**src/rtl/r5p_soc_memory_bist_if.sv**
```systemverilog
// tcb_lite_if: TCB-Lite point-to-point bus between one manager and one
// subordinate. Request (adr, wen, ren, byt, wdt) is qualified by vld and
// accepted on vld && rdy; the response (rdt, err) is valid DLY cycles later.
// Parameters: ADR address width, DAT data width, BYT byte-enable width,
// DLY read latency (>= 1), MOD transfer mode (1 = fixed-latency).
// Modports: man (drives request), sub (drives rdy and response).
interface tcb_lite_if #(
   parameter int unsigned ADR = 32,
   parameter int unsigned DAT = 32,
   parameter int unsigned BYT = DAT/8,
   parameter int unsigned DLY = 1,
   parameter int unsigned MOD = 1
) ();

   logic           vld;
   logic           rdy;
   logic           req_wen;
   logic           req_ren;
   logic [ADR-1:0] req_adr;
   logic [BYT-1:0] req_byt;
   logic [DAT-1:0] req_wdt;
   logic [DAT-1:0] rsp_rdt;
   logic           rsp_err;

   modport man (
      output vld, req_wen, req_ren, req_adr, req_byt, req_wdt,
      input  rdy, rsp_rdt, rsp_err
   );

   modport sub (
      input  vld, req_wen, req_ren, req_adr, req_byt, req_wdt,
      output rdy, rsp_rdt, rsp_err
   );

endinterface

```
**src/rtl/r5p_soc_memory_bist.sv**
```systemverilog
// r5p_soc_memory_bist: TCB-Lite manager that runs a 4-phase march test
// (write P, read/compare P, write ~P, read/compare ~P) over N words of a
// memory subordinate, P(i) = SEED ^ i.
// Ports:
//   clk       clock, rising edge
//   rst       asynchronous active-low reset
//   start     pulse; starts a run when not busy
//   busy      run in progress (phases + drain)
//   done      run finished, held until the next accepted start
//   pass      done with zero failures
//   fail_cnt  failing reads (data mismatch or rsp_err), saturating
//   fail_adr  byte address of the first failing read, 0 if none
//   man       tcb_lite_if manager modport
// Parameters: BASE first byte address, SIZ tested bytes, SEED pattern seed,
// ADR width of fail_adr (must equal man.ADR).
// Build option: define R5P_SOC_MEMORY_BIST_STOP_EN to stop issuing on the
// first failure, drain, and freeze fail_cnt at 1.
module r5p_soc_memory_bist #(
   parameter logic [31:0]  BASE = 32'h0,
   parameter int unsigned  SIZ  = 4096,
   parameter logic [127:0] SEED = '0,
   parameter int unsigned  ADR  = 32
) (
   input  logic           clk,
   input  logic           rst,
   input  logic           start,
   output logic           busy,
   output logic           done,
   output logic           pass,
   output logic [15:0]    fail_cnt,
   output logic [ADR-1:0] fail_adr,
   tcb_lite_if.man        man
);

   localparam int unsigned DAT = $bits(man.req_wdt);
   localparam int unsigned BYT = DAT/8;
   localparam int unsigned DLY = man.DLY;
   localparam int unsigned N   = SIZ/BYT;
   localparam int unsigned IW  = $clog2(N);
   // all compare stages except the oldest one
   localparam logic [DLY-1:0] TAIL = {DLY{1'b1}} >> 1;

   typedef enum logic [2:0] {IDLE, W0, R0, W1, R1, DRAIN, DONE} state_t;

   state_t         state;
   state_t         ph_nxt;
   logic [IW-1:0]  idx;
   logic [IW-1:0]  idx_inc;
   logic [DAT-1:0] pat_nxt;
   logic [ADR-1:0] adr_nxt;
   logic           xfer;
   logic           bad;
   logic           first_bad;
   logic [15:0]    fail_cnt_nxt;

   // compare line: stage DLY-1 lines up with rsp_rdt
   logic [DLY-1:0] p_vld;
   logic [ADR-1:0] p_adr [DLY];
   logic [DAT-1:0] p_exp [DLY];

`ifdef R5P_SOC_MEMORY_BIST_STOP_EN
   logic           stop;
`endif

   assign man.req_byt = '1;

   always_comb begin
      xfer    = man.vld && man.rdy;
      idx_inc = (idx == IW'(N-1)) ? '0 : idx + IW'(1);
      ph_nxt  = state;
      if (idx == IW'(N-1)) begin
         case (state)
            W0:      ph_nxt = R0;
            R0:      ph_nxt = W1;
            W1:      ph_nxt = R1;
            R1:      ph_nxt = DRAIN;
            default: ph_nxt = state;
         endcase
      end
      pat_nxt = DAT'(SEED) ^ DAT'(idx_inc);
      if (ph_nxt == W1 || ph_nxt == R1) pat_nxt = ~pat_nxt;
      adr_nxt = ADR'(BASE) + ADR'(idx_inc) * ADR'(BYT);

      bad       = p_vld[DLY-1] && ((man.rsp_rdt != p_exp[DLY-1]) || man.rsp_err);
      first_bad = bad && (fail_cnt == '0);
      fail_cnt_nxt = fail_cnt;
`ifdef R5P_SOC_MEMORY_BIST_STOP_EN
      if (first_bad) fail_cnt_nxt = 16'd1;
`else
      if (bad && fail_cnt != 16'hFFFF) fail_cnt_nxt = fail_cnt + 16'd1;
`endif
   end

   always_ff @(posedge clk or negedge rst) begin
      if (!rst) begin
         state       <= IDLE;
         idx         <= '0;
         man.vld     <= 1'b0;
         man.req_wen <= 1'b0;
         man.req_ren <= 1'b0;
         man.req_adr <= '0;
         man.req_wdt <= '0;
         busy        <= 1'b0;
         done        <= 1'b0;
         pass        <= 1'b0;
         fail_cnt    <= '0;
         fail_adr    <= '0;
         p_vld       <= '0;
         for (int unsigned k = 0; k < DLY; k++) begin
            p_adr[k] <= '0;
            p_exp[k] <= '0;
         end
`ifdef R5P_SOC_MEMORY_BIST_STOP_EN
         stop        <= 1'b0;
`endif
      end else begin
         // read requests carry the expected pattern on wdt
         p_vld[0] <= xfer && man.req_ren;
         p_adr[0] <= man.req_adr;
         p_exp[0] <= man.req_wdt;
         for (int unsigned k = 1; k < DLY; k++) begin
            p_vld[k] <= p_vld[k-1];
            p_adr[k] <= p_adr[k-1];
            p_exp[k] <= p_exp[k-1];
         end

         fail_cnt <= fail_cnt_nxt;
         if (first_bad) fail_adr <= p_adr[DLY-1];

         case (state)
            IDLE, DONE: begin
               if (start) begin
                  state       <= W0;
                  idx         <= '0;
                  man.vld     <= 1'b1;
                  man.req_wen <= 1'b1;
                  man.req_ren <= 1'b0;
                  man.req_adr <= ADR'(BASE);
                  man.req_wdt <= DAT'(SEED);
                  busy        <= 1'b1;
                  done        <= 1'b0;
                  pass        <= 1'b0;
                  fail_cnt    <= '0;
                  fail_adr    <= '0;
`ifdef R5P_SOC_MEMORY_BIST_STOP_EN
                  stop        <= 1'b0;
`endif
               end
            end
            W0, R0, W1, R1: begin
`ifdef R5P_SOC_MEMORY_BIST_STOP_EN
               // a stalled request must still complete before vld drops
               if (stop || first_bad) begin
                  if (man.vld && !man.rdy) begin
                     stop <= 1'b1;
                  end else begin
                     man.vld <= 1'b0;
                     state   <= DRAIN;
                  end
               end else
`endif
               if (xfer) begin
                  idx <= idx_inc;
                  if (ph_nxt == DRAIN) begin
                     man.vld     <= 1'b0;
                     man.req_ren <= 1'b0;
                     state       <= DRAIN;
                  end else begin
                     state       <= ph_nxt;
                     man.req_wen <= (ph_nxt == W0) || (ph_nxt == W1);
                     man.req_ren <= (ph_nxt == R0) || (ph_nxt == R1);
                     man.req_adr <= adr_nxt;
                     man.req_wdt <= pat_nxt;
                  end
               end
            end
            DRAIN: begin
               // leave once the oldest entry is checked this cycle
               if ((p_vld & TAIL) == '0) begin
                  state <= DONE;
                  busy  <= 1'b0;
                  done  <= 1'b1;
                  pass  <= (fail_cnt_nxt == '0);
               end
            end
            default: state <= IDLE;
         endcase
      end
   end

endmodule

```
**src/flat_wrapper.sv**
```systemverilog
// flat-port wrapper written by rule: the top's interface ports become plain ports
module r5p_soc_memory_bist_flat 
#(
   parameter logic [31:0]  BASE = 32'h0,
   parameter int unsigned  SIZ  = 4096,
   parameter logic [127:0] SEED = '0,
   parameter int unsigned  ADR  = 32
)
  (clk, rst, start, busy, done, pass, fail_cnt, fail_adr, man_vld, man_req_wen, man_req_ren, man_req_adr, man_req_byt, man_req_wdt, man_rdy, man_rsp_rdt, man_rsp_err);
  tcb_lite_if #(.ADR(ADR), .DAT(32), .BYT(4), .DLY(1), .MOD(1)) man_i ();
  input  logic clk;
  input  logic rst;
  input  logic start;
  output logic busy;
  output logic done;
  output logic pass;
  output logic [15:0] fail_cnt;
  output logic [ADR-1:0] fail_adr;
  output wire logic [$bits(man_i.vld)-1:0] man_vld;
  output wire logic [$bits(man_i.req_wen)-1:0] man_req_wen;
  output wire logic [$bits(man_i.req_ren)-1:0] man_req_ren;
  output wire logic [$bits(man_i.req_adr)-1:0] man_req_adr;
  output wire logic [$bits(man_i.req_byt)-1:0] man_req_byt;
  output wire logic [$bits(man_i.req_wdt)-1:0] man_req_wdt;
  input wire logic [$bits(man_i.rdy)-1:0] man_rdy;
  input wire logic [$bits(man_i.rsp_rdt)-1:0] man_rsp_rdt;
  input wire logic [$bits(man_i.rsp_err)-1:0] man_rsp_err;
  assign man_vld = man_i.vld;
  assign man_req_wen = man_i.req_wen;
  assign man_req_ren = man_i.req_ren;
  assign man_req_adr = man_i.req_adr;
  assign man_req_byt = man_i.req_byt;
  assign man_req_wdt = man_i.req_wdt;
  assign man_i.rdy = man_rdy;
  assign man_i.rsp_rdt = man_rsp_rdt;
  assign man_i.rsp_err = man_rsp_err;
  r5p_soc_memory_bist #(.BASE(BASE), .SIZ(SIZ), .SEED(SEED), .ADR(ADR)) u_core (.clk(clk), .rst(rst), .start(start), .busy(busy), .done(done), .pass(pass), .fail_cnt(fail_cnt), .fail_adr(fail_adr), .man(man_i));
endmodule
```
**config.mk**
```make
export PLATFORM = sky130hd
export DESIGN_NAME = r5p_soc_memory_bist_flat
export DESIGN_NICKNAME = d
export VERILOG_FILES = /design/src/rtl/r5p_soc_memory_bist_if.sv /design/src/rtl/r5p_soc_memory_bist.sv /design/src/flat_wrapper.sv
export SDC_FILE = /design/constraint.sdc
export NUM_CORES = 1
export LEC_CHECK = 0
export BUFFER_PORTS_ARGS = -buffer_cell sky130_fd_sc_hd__buf_2
export CORE_MARGIN = 2
export CORE_UTILIZATION = 47
export DETAILED_ROUTE_END_ITERATION = 12
export PLACE_DENSITY = 0.84
export SYNTH_ARGS = -nofsm -noshare
export SYNTH_HDL_FRONTEND = slang
export SYNTH_SLANG_ARGS = --single-unit
```
**constraint.sdc**
```tcl
create_clock -name clk -period 2.3 [get_ports clk]
set_clock_uncertainty 0.15 [all_clocks]
set_input_delay 0 -clock clk [delete_from_list [all_inputs] [get_ports clk]]
set_output_delay 0 -clock clk [all_outputs]
set_load 0.01 [all_outputs]
```
After elaboration in Yosys (flattened, before gate mapping)
Cells that the tools add are included.

cells by class
  muxes and demuxes = 38
  equal/unequal tests = 18
  bitwise gates (word level) = 1
  add/subtract/negate cells = 2
  reductions and logical operators = 21

operators with widths
  cell                                                    count
  2-to-1 mux 32 bit                                       9
  one-hot mux 32 bit (2 select lines)                     2
  2-to-1 mux 16 bit                                       3
  logical NOT 16 bit                                      2
  inequality test 32 bit                                  1
  inverter 10 -> 32 bit                                   1
  2-to-1 mux 10 bit                                       3
  one-hot mux 10 bit (2 select lines)                     1
  adder 16 x 1 -> 16 bit (second input constant)          1
  inequality test 16 bit (second input constant)          1
  == test 3 bit (second input constant)                   5
  == test 3 x 2 -> 1 bit (second input constant)          4
  2-to-1 mux 3 bit                                        4
  one-hot mux 1 bit (2 select lines)                      6
  one-hot mux 3 bit (4 select lines)                      1
  adder 10 x 1 -> 10 bit (second input constant)          1
  == test 10 bit (second input constant)                  1
  one-hot mux 3 bit (3 select lines)                      1
  2-to-1 mux 1 bit                                        8
  AND reduction 4 bit                                     2
  == test 3 x 1 -> 1 bit (second input constant)          2
  logical AND 1 bit                                       5
  logical OR 1 bit                                        4
  inequality test 2 x 1 -> 1 bit (second input constant)  2
  7 further kinds                                         10

word-level totals
  flip-flop bits (word level) = 196
  output and inout bits = 122
  bits of input ports = 37
  logic and storage cells = 95

Depth between registers and ports, before layout
Gate-level depths: netlist of run 1.

  depth after elaboration = 9
  depth in mapped cells = 11
  mapped depth without buffers = 9

Least setup slack after synthesis of run 1
OpenSTA, ideal clock, no wires.

  path type = flip-flop to flip-flop
  start = register u_core.idx[0]
  end = register u_core.man.req_wdt[5]
  buffers on the path = 2
  setup slack = -0.030 ns
  required time = 2.017 ns
  data arrival time = 2.046 ns
  library setup time = 0.133 ns
  period minus slack after synthesis = 2.330 ns
  cell stages (with the launch flop) = 12
  cells stage by stage = dfrtp_1 ha_1 nand2_1 nor3_2 and3_1 buf_2 nor2_1 nor2_1 a21oi_2 buf_4 xor2_1 o21ai_0

on the way
  word-level cells in the longest chain between the ends = 8
  elaborated cells between the ends (all ways) = 15
  classes of those cells = add/sub: 1; eq/ne: 5; mux: 6; bitwise: 1; reduce/logical: 2

RTL lines
  element                                                         line                          text
  from (decl)                                                     r5p_soc_memory_bist.sv:47     logic [IW-1:0] idx;
  from (signal assigned)                                          r5p_soc_memory_bist.sv:163    idx <= idx_inc;
  branches (longest 8 deep; another with adder 10 x 1 -> 10 bit)  n/a
  to (signal assigned)                                            r5p_soc_memory_bist.sv:139    man.req_wdt <= DAT'(SEED);
  to (signal assigned)                                            r5p_soc_memory_bist.sv:173    man.req_wdt <= pat_nxt;
  to (decl)                                                       r5p_soc_memory_bist_if.sv:26  output vld, req_wen, req_ren, req_adr, req_byt, req_wdt,

Parallel ways; which one is timed is not known. The select of a mux whose other input is x is not followed.
A chain may end at the register's enable or synchronous reset.

Worst setup path after layout of run 1
  start = register u_core.p_exp[9] in the netlist's numbering
  end = register u_core.pass

on the way
  word-level cells in the longest chain between the ends = 7

RTL lines
  element                             line                        text
  from (decl)                         r5p_soc_memory_bist.sv:59   logic [DAT-1:0] p_exp [DLY];
  from (signal, indexed assignment)   r5p_soc_memory_bist.sv:124  p_exp[k] <= p_exp[k-1];
  inequality test 32 bit              r5p_soc_memory_bist.sv:84   bad = p_vld[DLY-1] && ((man.rsp_rdt != p_exp[DLY-1]) || man.rsp_err);
  logical OR 1 bit                    r5p_soc_memory_bist.sv:84
  logical AND 1 bit                   r5p_soc_memory_bist.sv:84
  logical AND 1 bit                   r5p_soc_memory_bist.sv:90   if (bad && fail_cnt != 16'hFFFF) fail_cnt_nxt = fail_cnt + 16'd1;
  2-to-1 mux 16 bit                   r5p_soc_memory_bist.sv:90
  logical NOT 16 bit                  r5p_soc_memory_bist.sv:183  pass <= (fail_cnt_nxt == '0);
  one-hot mux 1 bit (2 select lines)  r5p_soc_memory_bist.sv:130  case (state)
  to (signal assigned)                r5p_soc_memory_bist.sv:183
  to (decl)                           r5p_soc_memory_bist.sv:29   output logic pass,

No other way between the ends.

==> impl_metrics.json, run 1 <==
{
  "muxShareOfSynthArea": 0.0262,
  "worst_setup_path_end_kind": "register",
  "area_delta_synth_final_pct": 24.6,
  "fin_crit_sh": 1.01,
  "leakage_power_total_nw": 3.46,
  "ys_seq_area_frac": 0.515,
  "core_region_area_mm2": 0.0110,
  "fill_cells": 913,
  "tritoncts.num_buffers": 9,
  "fin_total_pwr_mw": 5.81,
  "wl_per_cell_um": 15.1,
  "pin_count": 159,
  "synth-simple-area-share": 0.184,
  "max_slew.worst_pin.slew_ps": 687,
  "cts_tree": "built",
  "final.setup.worst_slack_ps": -21.9,
  "peakVddDrop_uv": 650,
  "final_cell_mix": "131 x sky130_fd_sc_hd__buf_2, 108 x sky130_fd_sc_hd__dfrtp_1, 52 x sky130_fd_sc_hd__nor2_1",
  "rows": 38,
  "totalWireLength_mm": 12.4,
  "finish.net_count": 718,
  "grt.met2_usage": 0.341,
  "timing.max_slew.rel_slack": 0.542,
  "fmax_mhz": 431,
  "initial_utilization": 0.487,
  "count_of_vias_placed_by_the_detailed_router": 4255,
  "syn_avg_cell_area_um2": 9.97,
  "net-switching-power_mw": 1.98,
  "synth-compound-area-share": 0.0993,
  "failing_checks": "negative setup slack",
  "largest_family_of_logic_cells_by_synthesized_area": "simple AND/OR/NAND/NOR gates",
  "rsz0062_at_grt": "true",
  "drt_first_pass_iters": 5,
  "overflow_left_after_global_routing": 0,
  "cp_data_required_time_ps": 2430,
  "gp_congestion": 0.956,
  "critPathBufInv": 1,
  "proportion_of_layout_cells_with_a_drive_suffix_above_1": 0.319,
  "run_status": "finished with violations",
  "clkTransAtPathRegs_ps": 80,
  "htree_num_levels": 3,
  "hold_viol_final": 0,
  "drt_iter0_markers": 283,
  "critPathMaxStageDelay_ps": 380,
  "grt_first_pass_wirelength_mm": 20.8,
  "layout.cells.most_common": "sky130_fd_sc_hd__buf_2",
  "critical_path.max_fanout": 5,
  "cp_slowest_cell": "sky130_fd_sc_hd__dfrtp_1",
  "die-width_um": 111,
  "cpLargestDelayFamily": "compound AO/OA/AOI/OAI gates",
  "synth_async_sr_flop_share": 1.00,
  "worst_skew_pair.late_latency_ps": 350,
  "grt.total_usage": 0.206,
  "seq_power_share": 0.464,
  "path_class": "reg -> reg",
  "remaining_drc_errors": 0,
  "fin_worst_hold_slack_ps": 62.4,
  "antenna_cells": 0,
  "timing.final.crit_period_ps": 2320,
  "pwr-share-clk": 0.264,
  "timing.final.setup_violations": 1,
  "worstHoldPathType": "in -> async",
  "place.port_buffers": 132,
  "tritoncts_num_sinks": 110,
  "drv_cap": 0,
  "clock_path_buffers": 2,
  "vias_per_cell": 5.17,
  "powerDensity_mw_per_mm2": 873,
  "sw_frac_of_total": 0.341,
  "synth_fa_ha_area_frac": 0.00702,
  "grt_antenna_before_repair": 0,
  "synthesized_flop_and_latch_total": 110,
  "synthesis.area_mm2": 0.00534,
  "antenna_violating_nets_post_route": 0,
  "ys.flop_type": "sky130_fd_sc_hd__dfrtp_1",
  "share_of_power_burned_in_combinational_logic": 0.272,
  "yosys.cell_types.count": 55,
  "first_global_vias": 4212,
  "dp_cells": 800,
  "post_dp_hpwl_mm": 9.20,
  "dieHeight_um": 111,
  "finalNonFillerCells": 823,
  "synth_enable_flop_cells": 0,
  "startpoint_type": "register",
  "post_synth_xor_area_fraction": 0.0688,
  "grt_use_met1": 0.271,
  "synth_warnings": 0,
  "met3_track_utilization_from_global_routing": 0.0472,
  "grt.busiest_layer": "met2",
  "largest_net_degree_at_the_start_of_global_routing": 52,
  "p_int_mw": 3.83,
  "netlist_instances": 536,
  "path_cells": "xor2_1 > nor4_2 > buf_4 > o2111a_2 > a211oi_2 > mux2i_1 > o2111ai_1 > nand4b_1 > o21ai_1",
  "die-area_mm2": 0.0122,
  "ctsRootBufferMaster": "sky130_fd_sc_hd__clkbuf_16",
  "timing.critical_path.arrival_ps": 2450,
  "final_max_slew_viol_count": 0
}
-- state kept, by name, summed over array words and instances, names as in the netlist, 3 cells and up --
register and count:
u_core.man.req_wdt 11, u_core.fail_cnt 16, u_core.state 3, u_core.p_exp 11, u_core.fail_adr 32, u_core.man.req_adr 10, u_core.p_adr 10, u_core.idx 10
-- cell usage after synthesis, drive strengths merged (2+ instances only) --
library cell,instances,area share
nand4,12,0.014
and2,23,0.027
xnor2,24,0.039
nor2b,2,0.0023
ha,3,0.0070
a21oi,8,0.0082
nand2,35,0.025
nor2,55,0.039
nand4b,2,0.0033
or2,2,0.0023
clkbuf,20,0.015
buf,52,0.072
nor4,10,0.012
a21o,15,0.021
a31oi,2,0.0023
o21ai,31,0.029
and3,7,0.0084
nand3,14,0.013
or3,2,0.0023
mux2i,14,0.026
o31ai,5,0.0070
nand2b,5,0.0059
conb,2,0.0014
o21a,2,0.0028
a211oi,2,0.0028
o41ai,2,0.0033
nand3b,2,0.0028
dfrtp,110,0.52
o22ai,2,0.0023
xor2,18,0.030
nor3,20,0.020
inv,16,0.011
o21bai,2,0.0028
-- metrics by stage --
step           utilization  setup WS (ps)  area (µm²)  TNS [ps]
2_1_floorplan            -           63.6        5440         0
3_3_place_gp         0.564          -44.5        6190     -1130
3_5_place_dp         0.564          -47.7        6190     -53.4
4_1_cts              0.597          -19.7        6560     -19.7
5_1_grt              0.606           -147        6660     -2480
6_report             0.606          -21.9        6660     -21.9
-- final cells by class --
cell class                      count  area (µm²)  area share
Timing Repair Buffer              179        1100       0.166
Clock inverter                      7        72.6      0.0109
Sequential cell                   110        2760       0.414
Tap cell                          140         175      0.0263
Clock buffer                        9         225      0.0338
Multi-Input combinational cell    362        2270       0.340
Inverter                           16        60.1     0.00902
-- metal layers --
metal | vias to the layer above | share of wire
li1 | 2034 | -
met1 | 2059 | 0.42
met2 | 143 | 0.51
met3 | 19 | 0.055
met4 | 0 | 0.016
met5 | - | 0
-- cell families (layout without fill, tap and decap cells) --
family	count (synthesis)	count (layout)
compound gates	81	81
xor+xnor	42	42
fa+ha+maj	3	3
buf+inv	88	211
flops	110	110
mux	14	14
other cells	2	26
simple gates	196	196
-- what timing repair did --
| item | in CTS | in global routing |
|---|---|---|
| hold buffers | 2 | 0 |
| setup endpoints to repair | 25 | 54 |
| setup buffers | 1 | 2 |
| cloned | 0 | 2 |
| pin swaps | 8 | 10 |
| hold endpoints to repair | 51 | 0 |
| gates resized for setup | 8 | 19 |
-- path summary, 6_finish.rpt --
check | startpoint | endpoint | slack [ps] | depth (start not counted)
min in group clk | start | u_core.fail_cnt[8] | 80 | 4
max in group asynchronous | rst | u_core.p_adr[9] | 1180 | 3
worst max-delay path | u_core.p_exp[9] | u_core.pass | -20 | 9
worst min-delay path | rst | u_core.p_exp[6] | 60 | 2
worst max register to register | u_core.p_exp[9] | u_core.pass | -20 | 9
worst min register to register | u_core.man.req_wdt[2] | u_core.p_exp[2] | 260 | 0
-- power groups by stage --
stage | registers [mW] | clock network [mW] | logic (mW)
2_1_floorplan | 2.76 | 0 | 0.958
3_3_place_gp | 2.71 | 0 | 1.50
3_5_place_dp | 2.73 | 0 | 1.55
4_1_cts | 2.70 | 1.57 | 1.58
5_1_grt | 2.75 | 1.64 | 1.75
6_report | 2.69 | 1.53 | 1.58
Note: power is estimated with default switching activity, not from simulation.
==> run 2: changes to the inputs <==
--- a/config.mk
+++ b/config.mk
@@ -9,7 +9,7 @@
 export CORE_MARGIN = 2
 export CORE_UTILIZATION = 47
 export DETAILED_ROUTE_END_ITERATION = 12
-export PLACE_DENSITY = 0.84
+export PLACE_DENSITY = 0.77
 export SYNTH_ARGS = -nofsm -noshare
 export SYNTH_HDL_FRONTEND = slang
 export SYNTH_SLANG_ARGS = --single-unit
==> impl_metrics.json, run 2 (synthesis results as in run 1) <==
{
  "tritoncts.num_buffers": 9,
  "multi_input_comb_area_mm2": 0.00226,
  "critPathMaxStageDelay_ps": 380,
  "ctsRootBufferMaster": "sky130_fd_sc_hd__clkbuf_16",
  "count_of_vias_placed_by_the_detailed_router": 4253,
  "fill_cells": 930,
  "cpLargestDelayFamily": "compound AO/OA/AOI/OAI gates",
  "net-switching-power_mw": 1.89,
  "remaining_drc_errors": 0,
  "critPathBufInv": 1,
  "rsz0062_at_grt": "true",
  "final_util": 0.599,
  "worst_r2r_endpoint": "u_core.pass",
  "area_delta_synth_final_pct": 23.2,
  "finalNonFillerCells": 817,
  "pre_cts_slack_ps": -43.8,
  "powerDensity_mw_per_mm2": 879,
  "largest_net_degree_at_the_start_of_global_routing": 52,
  "finish.net_count": 713,
  "cp_slowest_cell": "sky130_fd_sc_hd__dfrtp_1",
  "dieHeight_um": 111,
  "fin_crit_sh": 0.986,
  "setup.worst_path.start": "u_core.p_exp[30]",
  "timing.setup.tns_ps": 0,
  "proportion_of_layout_cells_with_a_drive_suffix_above_1": 0.307,
  "core_region_area_mm2": 0.0110,
  "worst-r2r-cell-count": 9,
  "worst_skew_pair.late_latency_ps": 350,
  "layout.cells.most_common": "sky130_fd_sc_hd__buf_2",
  "tritoncts_num_sinks": 110,
  "crit_path_end": "u_core.pass",
  "place.port_buffers": 132,
  "path_class": "reg -> reg",
  "initial_utilization": 0.487,
  "p_int_mw": 3.90,
  "rows": 38,
  "totalWireLength_mm": 12.4,
  "cp_num_cells": 9,
  "final_max_slew_viol_count": 0,
  "run_status": "complete, no violations",
  "fin_total_pwr_mw": 5.79,
  "top_regs": "u_core.fail_adr (32), u_core.fail_cnt (16)",
  "first_global_vias": 4036,
  "startpoint_type": "register",
  "timing.critical_path.arrival_ps": 2390,
  "worstHoldPathType": "in -> async",
  "grt.total_usage": 0.198,
  "drv_cap": 0,
  "seq_area_mm2": 0.00275,
  "wl_per_cell_um": 15.1,
  "overflow_left_after_global_routing": 0,
  "largest_reg_flops": 32,
  "vias_per_cell": 5.21,
  "largest_reg_by_ff_count": "u_core.fail_adr",
  "cp_data_required_time_ps": 2420,
  "peakVddDrop_uv": 690,
  "fmax_mhz": 441,
  "sw_frac_of_total": 0.327,
  "timing.final.crit_period_ps": 2270,
  "cts_tree": "built",
  "hold_viol_final": 0,
  "pwr-share-clk": 0.263,
  "drt_iter0_markers": 245,
  "antenna_violating_nets_post_route": 0,
  "final.setup.worst_slack_ps": 31.8,
  "leakage_power_total_nw": 3.42,
  "clock_path_buffers": 2,
  "seq_power_share": 0.465,
  "drt_first_pass_iters": 4,
  "critical_path.max_fanout": 7,
  "timing.final.setup_violations": 0,
  "grt_antenna_before_repair": 0,
  "die-width_um": 111,
  "final_cell_mix": "131 x sky130_fd_sc_hd__buf_2, 110 x sky130_fd_sc_hd__dfrtp_1, 51 x sky130_fd_sc_hd__nor2_1",
  "die-area_mm2": 0.0122,
  "path_cells": "buf_6 > nor4_1 > and3_1 > o221a_4 > a211oi_2 > mux2i_1 > o2111ai_1 > nand4b_1 > o21ai_1",
  "grt_first_pass_wirelength_mm": 20.0,
  "antenna_cells": 0,
  "dp_cells": 796,
  "r2r_setup_slack_ps": 30,
  "post_dp_hpwl_mm": 9.10,
  "regToRegStartpoint": "u_core.p_exp[30]",
  "worst_setup_path_end_kind": "register",
  "gp_congestion": 0.886,
  "share_of_power_burned_in_combinational_logic": 0.272,
  "pin_count": 159,
  "htree_num_levels": 3,
  "clkTransAtPathRegs_ps": 70
}
[run 2: cell type report]
| class | count | share of cell area |
|---|---|---|
| well taps | 140 | 0.0266 |
| clock buffers | 10 | 0.0348 |
| clock inverters | 5 | 0.00913 |
| flip-flops and latches | 110 | 0.418 |
| multi-input cells | 362 | 0.343 |
| repair buffers | 174 | 0.159 |
| inverters | 16 | 0.00913 |
[run 2: worst min path at each step]
stage               startpoint                  end  cells past startpoint
finish                     rst  u_core.fail_adr[18]                      2
CTS                        rst   u_core.man.req_ren                      2
detailed placement         rst  u_core.fail_adr[15]                      1
global route               rst  u_core.fail_adr[15]                      2
floorplan                  rst          u_core.busy                      0
global placement           rst  u_core.fail_adr[19]                      1
[run 2: per-layer routing]
metal	up-vias	part of all wire	global-route usage
li1	2024	-	-
met3	13	0.043	0.0406
met5	-	0	0
met2	120	0.51	0.336
met1	2096	0.43	0.255
met4	0	0.012	0.0625
[run 2: power groups by stage]
stage                     Sequential [mW]  Clock [mW]  Combinational, mW
after global routing                 2.76        1.64               1.72
after global placement               2.72           0               1.49
after detailed placement             2.74           0               1.52
after floorplan                      2.76           0              0.958
after CTS                            2.71        1.57               1.53
final                                2.69        1.52               1.57
[run 2: what timing repair did]
action	in CTS	in global routing
setup buffers	1	3
pin swaps	4	9
hold endpoints to repair	112	0
hold buffers	2	0
gates resized for setup	6	17
endpoints found under the setup margin	12	49
[run 2: per-stage QoR]
stage               area, µm²  hold WS, ps
finish                   6580         9.42
global route             6580         39.9
CTS                      6480         11.0
detailed placement       6130         -153
global placement         6130         -160
floorplan                5440         -446
[run 2: worst register-to-register path, stage by stage (launching register included)]
cell and delay, ps:
sky130_fd_sc_hd__dfrtp_1 380, sky130_fd_sc_hd__buf_6 140, sky130_fd_sc_hd__nor4_1 50, sky130_fd_sc_hd__and3_1 190, sky130_fd_sc_hd__o221a_4 300, sky130_fd_sc_hd__a211oi_2 280
sky130_fd_sc_hd__mux2i_1 270, sky130_fd_sc_hd__o2111ai_1 120, sky130_fd_sc_hd__nand4b_1 190, sky130_fd_sc_hd__o21ai_1 130
